`src/rtl/pcs_pkg.sv`:
```
// Shared 64b/66b PCS definitions: x^58 + x^39 + 1 LFSR geometry, sync header
// codes, block beat state and the LFSR helpers used by scrambler and descrambler.
package pcs_pkg;
  localparam int LFSR_W = 58;
  localparam int TAP_HI = 57;
  localparam int TAP_LO = 38;

  localparam logic [1:0] HDR_DATA = 2'b01;
  localparam logic [1:0] HDR_CTRL = 2'b10;

  typedef enum logic {
    BEAT0 = 1'b0,
    BEAT1 = 1'b1
  } beat_e;

  function automatic logic lfsr_tap(input logic [LFSR_W-1:0] s);
    return s[TAP_HI] ^ s[TAP_LO];
  endfunction

  // The caller chooses the feedback bit: scrambled output on transmit, received bit on receive.
  function automatic logic [LFSR_W-1:0] lfsr_step(input logic [LFSR_W-1:0] s, input logic fb);
    return {s[LFSR_W-2:0], fb};
  endfunction
endpackage

```
`src/rtl/descrambler.sv`:
```
// Self-synchronising 64b/66b payload descrambler with priming-based lock flag
// and sync-header / block-cadence error pulses; one cycle of latency.
module descrambler
  import pcs_pkg::*;
#(
  parameter int DATA_WIDTH         = 32,
  parameter bit DESCRAMBLER_BYPASS = 1'b0
) (
  input  logic                  i_clk,
  input  logic                  i_reset_n,
  input  logic                  i_data_valid,
  input  logic [DATA_WIDTH-1:0] i_data,
  input  logic                  i_hdr_valid,
  input  logic [1:0]            i_hdr,
  input  logic                  i_lock_lost,
  output logic                  o_data_valid,
  output logic [DATA_WIDTH-1:0] o_data,
  output logic                  o_hdr_valid,
  output logic [1:0]            o_hdr,
  output logic                  o_locked,
  output logic                  o_hdr_err,
  output logic                  o_align_err
);
  localparam logic [1:0] PRIME_FULL = 2'd2;

  logic [LFSR_W-1:0]     lfsr_q, lfsr_d, lfsr_walk;
  logic [DATA_WIDTH-1:0] plain;
  logic [1:0]            prime_q, prime_d;
  beat_e                 beat_q, beat_d, beat_cur;
  logic                  align_bad, hdr_bad;

  logic                  data_valid_q, hdr_valid_q, locked_q, hdr_err_q, align_err_q;
  logic [DATA_WIDTH-1:0] data_q;
  logic [1:0]            hdr_q;

  // Received bits feed the LFSR, so a wrong start state flushes out after 58 bits.
  always_comb begin
    lfsr_walk = lfsr_q;
    plain     = '0;
    for (int i = 0; i < DATA_WIDTH; i++) begin
      plain[i]  = i_data[i] ^ lfsr_tap(lfsr_walk);
      lfsr_walk = lfsr_step(lfsr_walk, i_data[i]);
    end
    lfsr_d = i_data_valid ? lfsr_walk : lfsr_q;
  end

  always_comb begin
    prime_d = prime_q;
    if (i_lock_lost) begin
      prime_d = i_data_valid ? 2'd1 : 2'd0;
    end else if (i_data_valid && (prime_q != PRIME_FULL)) begin
      prime_d = prime_q + 2'd1;
    end
  end

  // A word coincident with lock loss is judged as the first word of a new block.
  always_comb begin
    beat_cur  = i_lock_lost ? BEAT0 : beat_q;
    beat_d    = beat_cur;
    align_bad = 1'b0;
    if (i_data_valid) begin
      beat_d    = i_hdr_valid ? BEAT1 : BEAT0;
      align_bad = i_hdr_valid ^ (beat_cur == BEAT0);
    end
  end

  assign hdr_bad = i_data_valid && i_hdr_valid && (i_hdr != HDR_DATA) && (i_hdr != HDR_CTRL);

  always_ff @(posedge i_clk or negedge i_reset_n) begin
    if (!i_reset_n) begin
      lfsr_q       <= '1;
      prime_q      <= '0;
      beat_q       <= BEAT0;
      data_valid_q <= 1'b0;
      data_q       <= '0;
      hdr_valid_q  <= 1'b0;
      hdr_q        <= '0;
      locked_q     <= 1'b0;
      hdr_err_q    <= 1'b0;
      align_err_q  <= 1'b0;
    end else begin
      lfsr_q       <= lfsr_d;
      prime_q      <= prime_d;
      beat_q       <= beat_d;
      data_valid_q <= i_data_valid;
      hdr_valid_q  <= i_data_valid & i_hdr_valid;
      hdr_err_q    <= hdr_bad;
      align_err_q  <= align_bad;
      locked_q     <= DESCRAMBLER_BYPASS ? 1'b1 : (prime_d == PRIME_FULL);
      if (i_data_valid) begin
        data_q <= DESCRAMBLER_BYPASS ? i_data : plain;
        hdr_q  <= i_hdr;
      end
    end
  end

  assign o_data_valid = data_valid_q;
  assign o_data       = data_q;
  assign o_hdr_valid  = hdr_valid_q;
  assign o_hdr        = hdr_q;
  assign o_locked     = locked_q;
  assign o_hdr_err    = hdr_err_q;
  assign o_align_err  = align_err_q;
endmodule

```
`config.mk`:
```
export PLATFORM = sky130hd
export DESIGN_NAME = descrambler
export DESIGN_NICKNAME = d
export VERILOG_FILES = /design/src/rtl/pcs_pkg.sv /design/src/rtl/descrambler.sv
export SDC_FILE = /design/constraint.sdc
export NUM_CORES = 1
export LEC_CHECK = 0
export CAP_MARGIN = 20
export CORE_MARGIN = 8
export CORE_UTILIZATION = 44
export CTS_CLUSTER_DIAMETER = 120
export CTS_CLUSTER_SIZE = 24
export DETAILED_ROUTE_END_ITERATION = 8
export PLACE_DENSITY = 0.68
export SETUP_SLACK_MARGIN = 0.02
export SLEW_MARGIN = 20
export SYNTH_ARGS = -nofsm -noshare
export SYNTH_HDL_FRONTEND = slang
export SYNTH_SLANG_ARGS = --single-unit
```
`constraint.sdc`:
```
create_clock -name i_clk -period 1.3 [get_ports i_clk]
set_input_delay 0.325 -clock i_clk [delete_from_list [all_inputs] [get_ports i_clk]]
set_output_delay 0.325 -clock i_clk [all_outputs]
set_load 0.05 [all_outputs]
```
==> results_dict.tcl, run 1 <==
set metrics [dict create \
    status "finished, final reports clean" \
    comb_power_share 0.399 \
    pwr-share-seq 0.402 \
    root_buffer "clkbuf_8" \
    finalWorstSetupSlack_ns 0.0145 \
    fin_skew_ns 0.0118 \
    post_synth_instance_area_mm2 0.00449 \
    antenna_cells 0 \
    die_x_um 117 \
    ioPinCount 78 \
    start_kind "register" \
    critPathTopFamily "flip-flops" \
    dieHeight_um 117 \
    syn2layout_area_growth_pct 39.5 \
    end_kind "output port" \
    vias 2505 \
    die_area_mm2 0.0137 \
    synthDistinctLibCells 20 \
    crit_start "o_data[5]" \
    dp_hpwl_um 6110 \
    clkSinkCount 100 \
    tightestPinTransition_ns 0.362 \
    initial_core_util 0.445 \
    synthCells 288 \
    coreArea_mm2 0.0101 \
    htree_levels 3 \
    rows 37 \
    hold_viol 0 \
    fillers 786 \
    regArea_mm2 0.00257 \
    crit_chain "buf_12" \
    slew_headroom 0.759 \
    ctsResizeCount 0 \
    layout-drive-gt1-share 0.589 \
    grtUsageMet3 0.0364 \
    track_usage 0.131 \
    globalplace.congestion 0.675 \
    setup_viol 0 \
    synth.avg_cell_area_um2 15.6 \
    vdd_drop_max_mv 1.07 \
    final-max-slew-violation-count 0 \
    fin_util 0.621 \
    switchingPower_mw 3.61 \
    r2r_setup_slack_ns 0.09 \
    finalCriticalPeriod_ns 1.29 \
    p_int_mw 7.54 \
    multi_input_area_mm2 0.00182 \
    clock_path_buffers 2 \
    hp-class "input pin to register" \
    cp.depth 1 \
    numPortBuffers 77 \
    antenna_found_initial 0 \
    grt_remaining_overflow 0 \
    crit_buf_inv 1 \
    grt_pass1_vias 2798 \
    powerDensity_mw_per_mm2 1780 \
    grt_max_degree 31 \
    crit_slowest_cell "dfrtp_1" \
    ys_seq_area_frac 0.574 \
    worstSetupPathType "register to output port" \
    drt_wl_total_um 8250 \
    rsz0062_at_grt "true" \
    cts_tree "yes" \
    syn_nets 328 \
    p_sw_frac 0.324 \
    path_max_fanout 2 \
    wl_per_cell_um 15.4 \
    gr-max-usage-layer "met2" \
    ys_seq_elements 100 \
    timing.fmax_mhz 778 \
    finalCritPeriodShare 0.989 \
    cp.arrival_ns 0.96 \
    routed_via_density 4.68 \
    drtIter0Drc 79 \
    ant_nets 0 \
    yosys_warnings 0 \
    dr.pass1.iters 4 \
    cpPeakStageDelay_ns 0.43 \
    maxCapViolCount 0 \
    worstReg2RegEnd "o_locked" \
    crit_path_end "o_data[5]" \
    worstRegToRegCells 5 \
    clk_pin_slew_ns 0.09 \
    met1_usage 0.159 \
    clk_latency_ns 0.36 \
    drc_errors 0 \
    cp.required_ns 0.98 \
    grtUsageMet2 0.215 \
    reg2reg_from "prime_q[0]" \
    power_leakage_nw 2.58 \
    pre_cts_slack_ns -0.181 \
    fin_nets 434 \
    clkPwrFrac 0.199 \
    cts_made_buffers 9 \
    grt_pass1_wl_um 13900 \
]
repair_timing:
action                                  CTS  global route
pin swaps                                 0             1
endpoints found under the setup margin   34            37
endpoints found under the hold margin     9             0
setup buffers                             4             3
hold buffers                              1             0
power groups by stage:
stage	logic [mW]	registers, mW	clock network (mW)
2_1_floorplan	1.16	5.53	0
3_3_place_gp	4.35	4.52	0
3_5_place_dp	4.40	4.54	0
4_1_cts	4.47	4.49	2.32
5_1_grt	4.65	4.56	2.41
6_report	4.45	4.48	2.22
cells in the mapped netlist, drive strengths merged:
cell type | instances | area, um^2
nand2b | 1 | 6.26
nor2 | 3 | 11.3
inv | 2 | 7.51
mux2 | 93 | 1150
nor3b | 1 | 12.5
nand3b | 1 | 7.51
ha | 1 | 12.5
buf | 11 | 86.3
a21oi | 2 | 10.0
nor2b | 1 | 6.26
o21ai | 1 | 5.00
dfrtp | 42 | 1050
xnor2 | 65 | 569
xor2 | 1 | 8.76
nand2 | 3 | 11.3
and2 | 1 | 6.26
nand3 | 1 | 5.00
dfstp | 58 | 1520
metrics by stage:
step	std cells	power, mW	TNS (ns)	area, um^2	hold WS, ns
global placement	511	8.88	-4.11	5970	0.268
global route	535	11.6	-0.287	6260	0.356
floorplan	288	6.69	0	4490	0.0294
finish	535	11.1	0	6260	0.381
detailed placement	511	8.95	-4.44	5970	0.269
CTS	532	11.3	-0.0464	6240	0.349
how the worst min path moves through the flow:
| stage | to | depth (start not counted) | startpoint |
|---|---|---|---|
| global route | o_data_valid | 2 | i_data_valid |
| CTS | o_data_valid | 2 | i_data_valid |
| global placement | o_data[22] | 1 | i_reset_n |
| floorplan | beat_q | 0 | i_reset_n |
| finish | o_data_valid | 2 | i_data_valid |
| detailed placement | o_data[22] | 1 | i_reset_n |
state kept, by name, indices dropped and copies added, names as in the netlist:
name,flops
o_align_err,1
beat_q,1
o_hdr_valid,1
prime_q,2
o_locked,1
o_data,32
lfsr_q,58
o_hdr,2
o_data_valid,1
o_hdr_err,1
layout by cell type, fill, tap and decap left out, types with 2 or more instances in the layout:
cell type	instances
nor2_1	3
clkdlybuf4s50_1	36
buf_12	46
a21oi_1	2
buf_4	23
xnor2_1	65
bufinv_16	2
mux2_2	66
mux2_4	27
clkbuf_1	2
dfstp_2	58
dfrtp_1	42
nand2_1	3
inv_1	2
clkbuf_8	11
logic make-up after synthesis:
group / after synthesis / synth area share
DFF: 100 / 0.574
muxes: 93 / 0.256
xor gates and xnor gates: 66 / 0.129
buffers and inverters: 13 / 0.0209
and+or+nand+nor: 12 / 0.0148
AOI/OAI and AO/OA: 3 / 0.00334
adders and majority gates: 1 / 0.00279
cell type report:
cell class	instances	area share
Inverter	2	0.00120
Tap cell	136	0.0272
Multi-Input combinational cell	175	0.291
Clock buffer	13	0.0254
Timing Repair Buffer	106	0.234
Clock inverter	3	0.0110
Sequential cell	100	0.411
per-layer routing:
layer  up-vias  part of all wire
met5         -                 0
met4         0             0.015
met3        11             0.045
met2        49              0.50
met1      1269              0.44
li1       1176                 -
Note: power is estimated with default switching activity, not from simulation.
==> run 2, diff against run 1 <==
--- a/config.mk
+++ b/config.mk
@@ -5,6 +5,7 @@
 export SDC_FILE = /design/constraint.sdc
 export NUM_CORES = 1
 export LEC_CHECK = 0
+export ABC_AREA = 1
 export CAP_MARGIN = 20
 export CORE_MARGIN = 8
 export CORE_UTILIZATION = 44
==> results_dict.tcl, run 2 <==
set metrics [dict create \
    syn_nets 637 \
    crit_slowest_cell "dfrtp_1" \
    die_area_mm2 0.0144 \
    syn2layout_area_growth_pct 35.3 \
    vias 3969 \
    synthXorXnorAreaFrac 0.0406 \
    critPathTopFamily "flip-flops" \
    reg2reg_from "prime_q[0]" \
    grt_remaining_overflow 0 \
    tightestPinTransition_ns 0.313 \
    initial_core_util 0.444 \
    synthArstFlopShare 1.00 \
    hold_viol 0 \
    clk_pin_slew_ns 0.10 \
    hold_path_depth 4 \
    drc_errors 0 \
    worstSetupPathType "register to output port" \
    r2r_setup_slack_ns 0.19 \
    routed_via_density 4.76 \
    ant_nets 0 \
    coreArea_mm2 0.0107 \
    globalplace.congestion 0.818 \
    pre_cts_slack_ns -0.0220 \
    stdcell_count 834 \
    yosysMostFrequentCell "nand2_1" \
    root_buffer "clkbuf_8" \
    final-max-slew-violation-count 0 \
    violations "negative setup slack" \
    synth_top_cell_area_share 0.321 \
    dp_hpwl_um 7690 \
    rsz0062_at_grt "true" \
    finalWorstSetupSlack_ns -0.00820 \
    track_usage 0.153 \
    fin_nets 729 \
    finalCriticalPeriod_ns 1.31 \
    dr.pass1.iters 4 \
    antenna_found_initial 0 \
    dpl.cell_count 809 \
    finalCritPeriodShare 1.01 \
    maxCapViolCount 0 \
    slew_headroom 0.791 \
    htree_levels 3 \
    power_leakage_nw 3.24 \
    cts_tree "yes" \
    powerDensity_mw_per_mm2 1350 \
    worstRegToRegCells 5 \
    synth.avg_cell_area_um2 7.95 \
    synth_edf_count 0 \
    layout-drive-gt1-share 0.203 \
    antenna_cells 0 \
    synthTopCellsByCount "nand2_1, inv_1, dfstp_2" \
    grt_pass1_vias 4091 \
    synth_mux_area_frac 0 \
    synth_top_family_by_area "simple AND/OR/NAND/NOR gates" \
    power.total_mw 8.67 \
    ys_seq_elements 100 \
    rows 38 \
    fin_util 0.601 \
    post_synth_instance_area_mm2 0.00475 \
    yosys_warnings 0 \
    hp-start "i_data_valid" \
    clock_path_buffers 2 \
    ys_seq_area_frac 0.542 \
    synthDistinctLibCells 18 \
    end_kind "output port" \
    fin_hold_ws_ns 0.300 \
    start_kind "register" \
    path_max_fanout 2 \
    synth_compound_area_frac 0.0548 \
    fin_skew_ns 0.00972 \
    cpPeakStageDelay_ns 0.45 \
    synth_ff_type "dfstp_2" \
    largest_reg_flops 58 \
    fillers 956 \
    synthTopCellsByArea "dfstp_2, dfrtp_1, nand2_1" \
    dpl-instance-area_mm2 0.00616 \
    cp.required_ns 0.98 \
    mostFrequentLayoutCells "nand2_1, inv_1, dfstp_2" \
    clkSinkCount 100 \
    timing.fmax_mhz 764 \
    synth_simple_gate_area_frac 0.270 \
    multi_input_area_mm2 0.00175 \
    crit_buf_inv 1 \
    regArea_mm2 0.00258 \
    drtIter0Drc 173 \
    status "finished with violations" \
    ioPinCount 78 \
    dieHeight_um 120 \
    regMostFlops "lfsr_q" \
    numPortBuffers 77 \
    wl_per_cell_um 12.7 \
    hp-class "input pin to register" \
    grt_pass1_wl_um 18300 \
    synthAdderAreaFrac 0.00264 \
    grt_max_degree 70 \
    synthCells 597 \
    drt_wl_total_um 10600 \
    finalInstanceArea_mm2 0.00642 \
    clk_latency_ns 0.36 \
    die_x_um 120 \
    finalSetupTns_ns -0.00820 \
    worstReg2RegEnd "o_locked" \
    min_to "lfsr_q[13]" \
    setup_viol 1 \
    cp.arrival_ns 0.98 \
    crit_chain "buf_12" \
    vdd_drop_max_mv 0.643 \
    yosysTopAreaCell "dfstp_2" \
    final_common_cell "nand2_1" \
    cts_made_buffers 9 \
]
-- run 2: cell types whose count changed after synthesis, sizes merged, moves of 6 or more --
cell / previous run / this run
o21ai: 1 / 50
xnor2: 65 / 11
inv: 2 / 80
mux2: 93 / 0
nand2: 3 / 254
nor2: 3 / 12
nand3: 1 / 56
buf: 11 / 17
xor2: 1 / 11
-- run 2: cell families after synthesis --
logic type | count (synthesis)
AO/OA/AOI/OAI | 52
XOR/XNOR | 22
adder cells (fa/ha/maj) | 1
buffers and inverters | 100
flip-flops | 100
AND/OR/NAND/NOR | 322
-- run 2: where the power goes --
group          switching, mW  internal (mW)  total, mW
clock network           1.13          0.905       2.04
logic                   1.41           1.24       2.65
registers              0.361           3.62       3.99
-- run 2: timing repair --
| item | 4_1_cts | 5_1_grt |
|---|---|---|
| buffers inserted | 2 | 6 |
| endpoints found under the hold margin | 42 | 0 |
| setup endpoints to repair | 28 | 37 |
| hold buffers | 1 | 0 |
| gates resized for setup | 0 | 1 |
-- run 2: worst min-delay path: stages --
cell and delay, ns:
buf_4 0.11, inv_2 0.09, nand2_1 0.06, o21ai_0 0.07
-- run 2: how the worst max path moves through the flow --
stage	startpoint	to	slack (ns)	cells past startpoint
finish	o_data[28]	o_data[28]	-0.008	1
global route	o_data[28]	o_data[28]	-0.03	1
CTS	o_data[28]	o_data[28]	-0.01	1
detailed placement	i_data[2]	o_data[2]	-0.02	6
global placement	i_data[0]	o_data[0]	0.002	6
floorplan	i_data_valid	o_hdr[0]	0.34	5
-- run 2: area by class of cell --
cell class              count  share of cell area
flip-flops and latches    100               0.401
multi-input cells         397               0.272
repair buffers            101               0.222
inverters                  80              0.0467
well taps                 140              0.0273
clock buffers               9              0.0193
clock inverters             7              0.0115
-- run 2: metal layers --
metal  vias up  track usage  wire (um)
li1       2005            -          -
met1      1871        0.184       4750
met2        78        0.264       5260
met3        15       0.0296        403
met4         0       0.0570        156
met5         -            0          0
==> run 3, diff against run 2 <==
--- a/config.mk
+++ b/config.mk
@@ -13,7 +13,7 @@
 export CTS_CLUSTER_SIZE = 24
 export DETAILED_ROUTE_END_ITERATION = 8
 export PLACE_DENSITY = 0.68
-export SETUP_SLACK_MARGIN = 0.02
+export SETUP_SLACK_MARGIN = 0.5
 export SLEW_MARGIN = 20
 export SYNTH_ARGS = -nofsm -noshare
 export SYNTH_HDL_FRONTEND = slang
==> results_dict.tcl, run 3 (same netlist as run 2, synthesis figures left out) <==
set metrics [dict create \
    worstSetupPathType "register to output port" \
    cts_tree "yes" \
    setup_viol 1 \
    root_buffer "clkbuf_8" \
    grtUsageMet3 0.0385 \
    drc_errors 0 \
    fin_nets 748 \
    power_leakage_nw 3.52 \
    dp_hpwl_um 7640 \
    slew_headroom 0.806 \
    antenna_found_initial 0 \
    drtIter0Drc 201 \
    critPathTopFamily "flip-flops" \
    finalSetupTns_ns -0.00697 \
    globalplace.congestion 0.832 \
    finalCriticalPeriod_ns 1.31 \
    grtUsageMet2 0.281 \
    grt_remaining_overflow 0 \
    wl_per_cell_um 14.3 \
    status "finished with violations" \
    multi_input_area_mm2 0.00223 \
    layout-drive-gt1-share 0.501 \
    path_max_fanout 2 \
    cp.required_ns 0.98 \
    grt_max_degree 65 \
    fillers 831 \
    gr-max-usage-layer "met2" \
    cp.arrival_ns 0.98 \
    mostFrequentLayoutCells "nand2_1, nand2_2, dfstp_2" \
    reg2reg_from "lfsr_q[27]" \
    dpl.cell_count 804 \
    finalWorstSetupSlack_ns -0.00697 \
    start_kind "register" \
    grt_pass1_wl_um 19100 \
    regArea_mm2 0.00261 \
    regMostFlops "lfsr_q" \
    crit_chain "buf_12" \
    fin_skew_ns 0.0123 \
    pre_cts_slack_ns -0.0572 \
    die_x_um 120 \
    ioPinCount 78 \
    initial_core_util 0.444 \
    grt_pass1_vias 4198 \
    syn2layout_area_growth_pct 53.1 \
    ant_nets 0 \
    hp-class "input pin to asynchronous set/reset pin" \
    routed_via_density 4.92 \
    maxCapViolCount 0 \
    final_common_cell "nand2_1" \
    die_area_mm2 0.0144 \
    rsz0062_at_grt "true" \
    htree_levels 3 \
    dieHeight_um 120 \
    crit_start "o_data[29]" \
    clk_pin_slew_ns 0.10 \
    met1_usage 0.188 \
    largest_reg_flops 58 \
    timing.fmax_mhz 765 \
    track_usage 0.162 \
    cpPeakStageDelay_ns 0.45 \
    clock_path_buffers 2 \
    drt_wl_total_um 12200 \
    clk_latency_ns 0.37 \
    end_kind "output port" \
    finalCritPeriodShare 1.01 \
    violations "negative setup slack" \
    clkSinkCount 100 \
    stdcell_count 853 \
    final-max-slew-violation-count 0 \
    antenna_cells 0 \
    vdd_drop_max_mv 0.655 \
    tightestPinTransition_ns 0.292 \
    vias 4201 \
    cts_made_buffers 9 \
    dr.pass1.iters 4 \
    hold_viol 0 \
    coreArea_mm2 0.0107 \
    crit_slowest_cell "dfrtp_2" \
    crit_buf_inv 1 \
    powerDensity_mw_per_mm2 1270 \
    numPortBuffers 77 \
    rows 38 \
]
==> run 3: changes by cell type in the layout (fill, tap and decap cells not counted), moves of 35 or more <==
cell     change
inv_1       -39
nand2_2     +59
inv_2       +37
o21ai_2     +35
o21ai_0     -50
nand2_1     -61
==> run 3: repair_timing <==
action,CTS,global route
hold endpoints to repair,4,0
setup endpoints to repair,100,116
buffers inserted,8,21
hold buffers,1,0
gates cloned,1,2
gates resized for setup,95,103
pin swaps,55,84
==> run 3: cell type report <==
cell class	instances	area share
Sequential cell	100	0.359
Multi-Input combinational cell	397	0.307
Timing Repair Buffer	120	0.239
Inverter	80	0.0427
Tap cell	140	0.0241
Clock buffer	12	0.0213
Clock inverter	4	0.00654
==> run 3: routing by layer <==
metal / routed length [um] / part of all wire / vias up
met4: 153 / 0.013 / 0
li1: - / - / 2052
met3: 624 / 0.051 / 15
met1: 5190 / 0.43 / 2037
met2: 6230 / 0.51 / 97
met5: 0 / 0 / -
==> run 3: report_power, final <==
part	switching, mW	internal (mW)	leakage [nW]
clock network	1.07	0.991	0.102
logic	1.63	1.50	2.33
registers	0.401	3.66	1.09
==> run 3: path summary, 6_finish.rpt <==
path	depth (start not counted)	end	slack, ns
setup / recovery	1	o_data[29]	-0.007
hold / removal	1	lfsr_q[48]	0.05
setup reg to reg	6	o_data[11]	0.23
hold reg to reg	2	lfsr_q[3]	0.47
max in group asynchronous	2	o_data[21]	0.86
min in group i_clk	2	o_align_err	0.29
==> run 3: stage by stage <==
stage | cell area (um^2) | power, mW | util | hold slack (ns)
floorplan | 4880 | 5.37 | - | 0.0294
global placement | 6200 | 6.64 | 0.580 | 0.222
detailed placement | 6200 | 6.72 | 0.580 | 0.227
CTS | 6740 | 9.00 | 0.630 | 0.0305
global route | 7270 | 9.69 | 0.679 | 0.0560
finish | 7270 | 9.25 | 0.679 | 0.0502
==> RTL edit (flow settings as in run 3) <==
Make the reset (`i_reset_n`) synchronous in one clocked block.
--- a/src/rtl/descrambler.sv
+++ b/src/rtl/descrambler.sv
@@ -68,3 +68,3 @@
 
-  always_ff @(posedge i_clk or negedge i_reset_n) begin
+  always_ff @(posedge i_clk) begin
     if (!i_reset_n) begin
Check against the original RTL: differs if i_reset_n is asserted again (counterexample within 4 cycles, from zero or initial values and one cycle with i_reset_n low); with i_reset_n held inactive, the same outputs for 10 cycles.
==> RTL edit against run 3 <==
Power is 13% lower; setup slack better by 0.064 ns; synthesized cell count is 4.4% lower; routed wire length is 34% higher; synthesized area is 12% lower; first-iteration DRC count is 49% higher; sequential cell count stayed put; clock power is 14% higher; non-clock buffer count is 42 higher; sequential share of layout area is 9.9 points lower; final area is 9.2% higher; critical path type unchanged; critical endpoint is now o_data[19]; largest cell class is now non-clock buffers.
==> RTL edit: results (changes against run 3) <==
main area contributors after synthesis dfxtp_1, nand2_1, inv_1, nand3_1, nor2_1; Hold WC Path Type in -> reg; mean post-synth cell area 7.33 um2 (-7.8%); multi-input gates 364 (-8.3%); routed length on met3 1.07 mm (+72%); Top FF cell, synth dfxtp_1; post-CTS sizing 192 (+100%); Synth Net Count 611 (-4.1%); Max VDD drop 0.792 mV (+21%); placed cell count 776 (-3.5%); wl on met1 5.96 mm (+15%); Pre-antenna DRT Iters 5 (+1); worst r2r path cells 7 (+1); layout cell share with drive strength beyond 1 49.0% (-1.1 points); RR Startpoint prime_q[0]; leak pwr 0.00374 uW (+6.4%); Adder-Cell Fraction of Synth Area 0.299% (+0.035 points); gpl congestion 0.863 (+3.8%); status finished, final reports clean; Finished Layout Cells 856 (+0.35%); R2R Setup Slk 0.27 ns (+0.04 ns); worst r2r dst o_locked; switching share of total power 31.0% (-2.6 points); filler cell count 422 (-49%); sequential fraction of the synthesis area 47.8% (-6.4 points); Synth cell types 21 (+3); most frequent cells after synthesis nand2_1, dfxtp_1, inv_1; Iter 0 DRT Violations 299 (+49%); CP Capture Point o_data[19]; global-route usage over all layers 23.7% (+7.5 points); CLK BUF 10 (-2); clock-cell share of area 2.92% (+0.13 points); global routing usage on met3 5.44% (+1.6 points); Inverters 85 (+6.3%); Post-Route Skew 0.0140 ns (+0.00176 ns); first-pass GRT wire length 24.0 mm (+25%); Buffers excl. clock 162 (+35%); setup bufs post-CTS 40 (+32); Slowest-stage cell, CP dfxtp_4; fraction of area in multi-input gates 32.0% (+1.3 points); fin nets 762 (+1.9%); post-DP HPWL 7.39 mm (-3.3%); Vias/cell 5.35 (+8.6%)
==> RTL edit: cell count changes in the layout (fill, tap and decap cells not counted), sizes merged, moves of 26 or more <==
cell | before | now
buf | 81 | 126
dfxtp | 0 | 100
a21oi | 2 | 32
nand2 | 254 | 161
a22oi | 0 | 26
dfrtp | 42 | 0
o21ai | 50 | 4
nor2 | 12 | 54
dfstp | 58 | 0
==> RTL edit: through the flow <==
| step | hold slack [ns] | setup TNS, ns | area (um2) | setup slack, ns | utilization (%) |
|---|---|---|---|---|---|
| 3_5_place_dp | 0.459 | -33.27 | 5770 | -0.412 | 62.4 |
| 2_1_floorplan | 0.407 | 0 | 4420 | 0.373 | - |
| 6_report | 0.300 | 0 | 7940 | 0.0567 | 85.9 |
| 3_3_place_gp | 0.452 | -31.48 | 5770 | -0.374 | 62.4 |
| 4_1_cts | 0.470 | 0 | 7590 | 0.0848 | 82.2 |
| 5_1_grt | 0.305 | 0 | 7940 | 0.0395 | 85.9 |
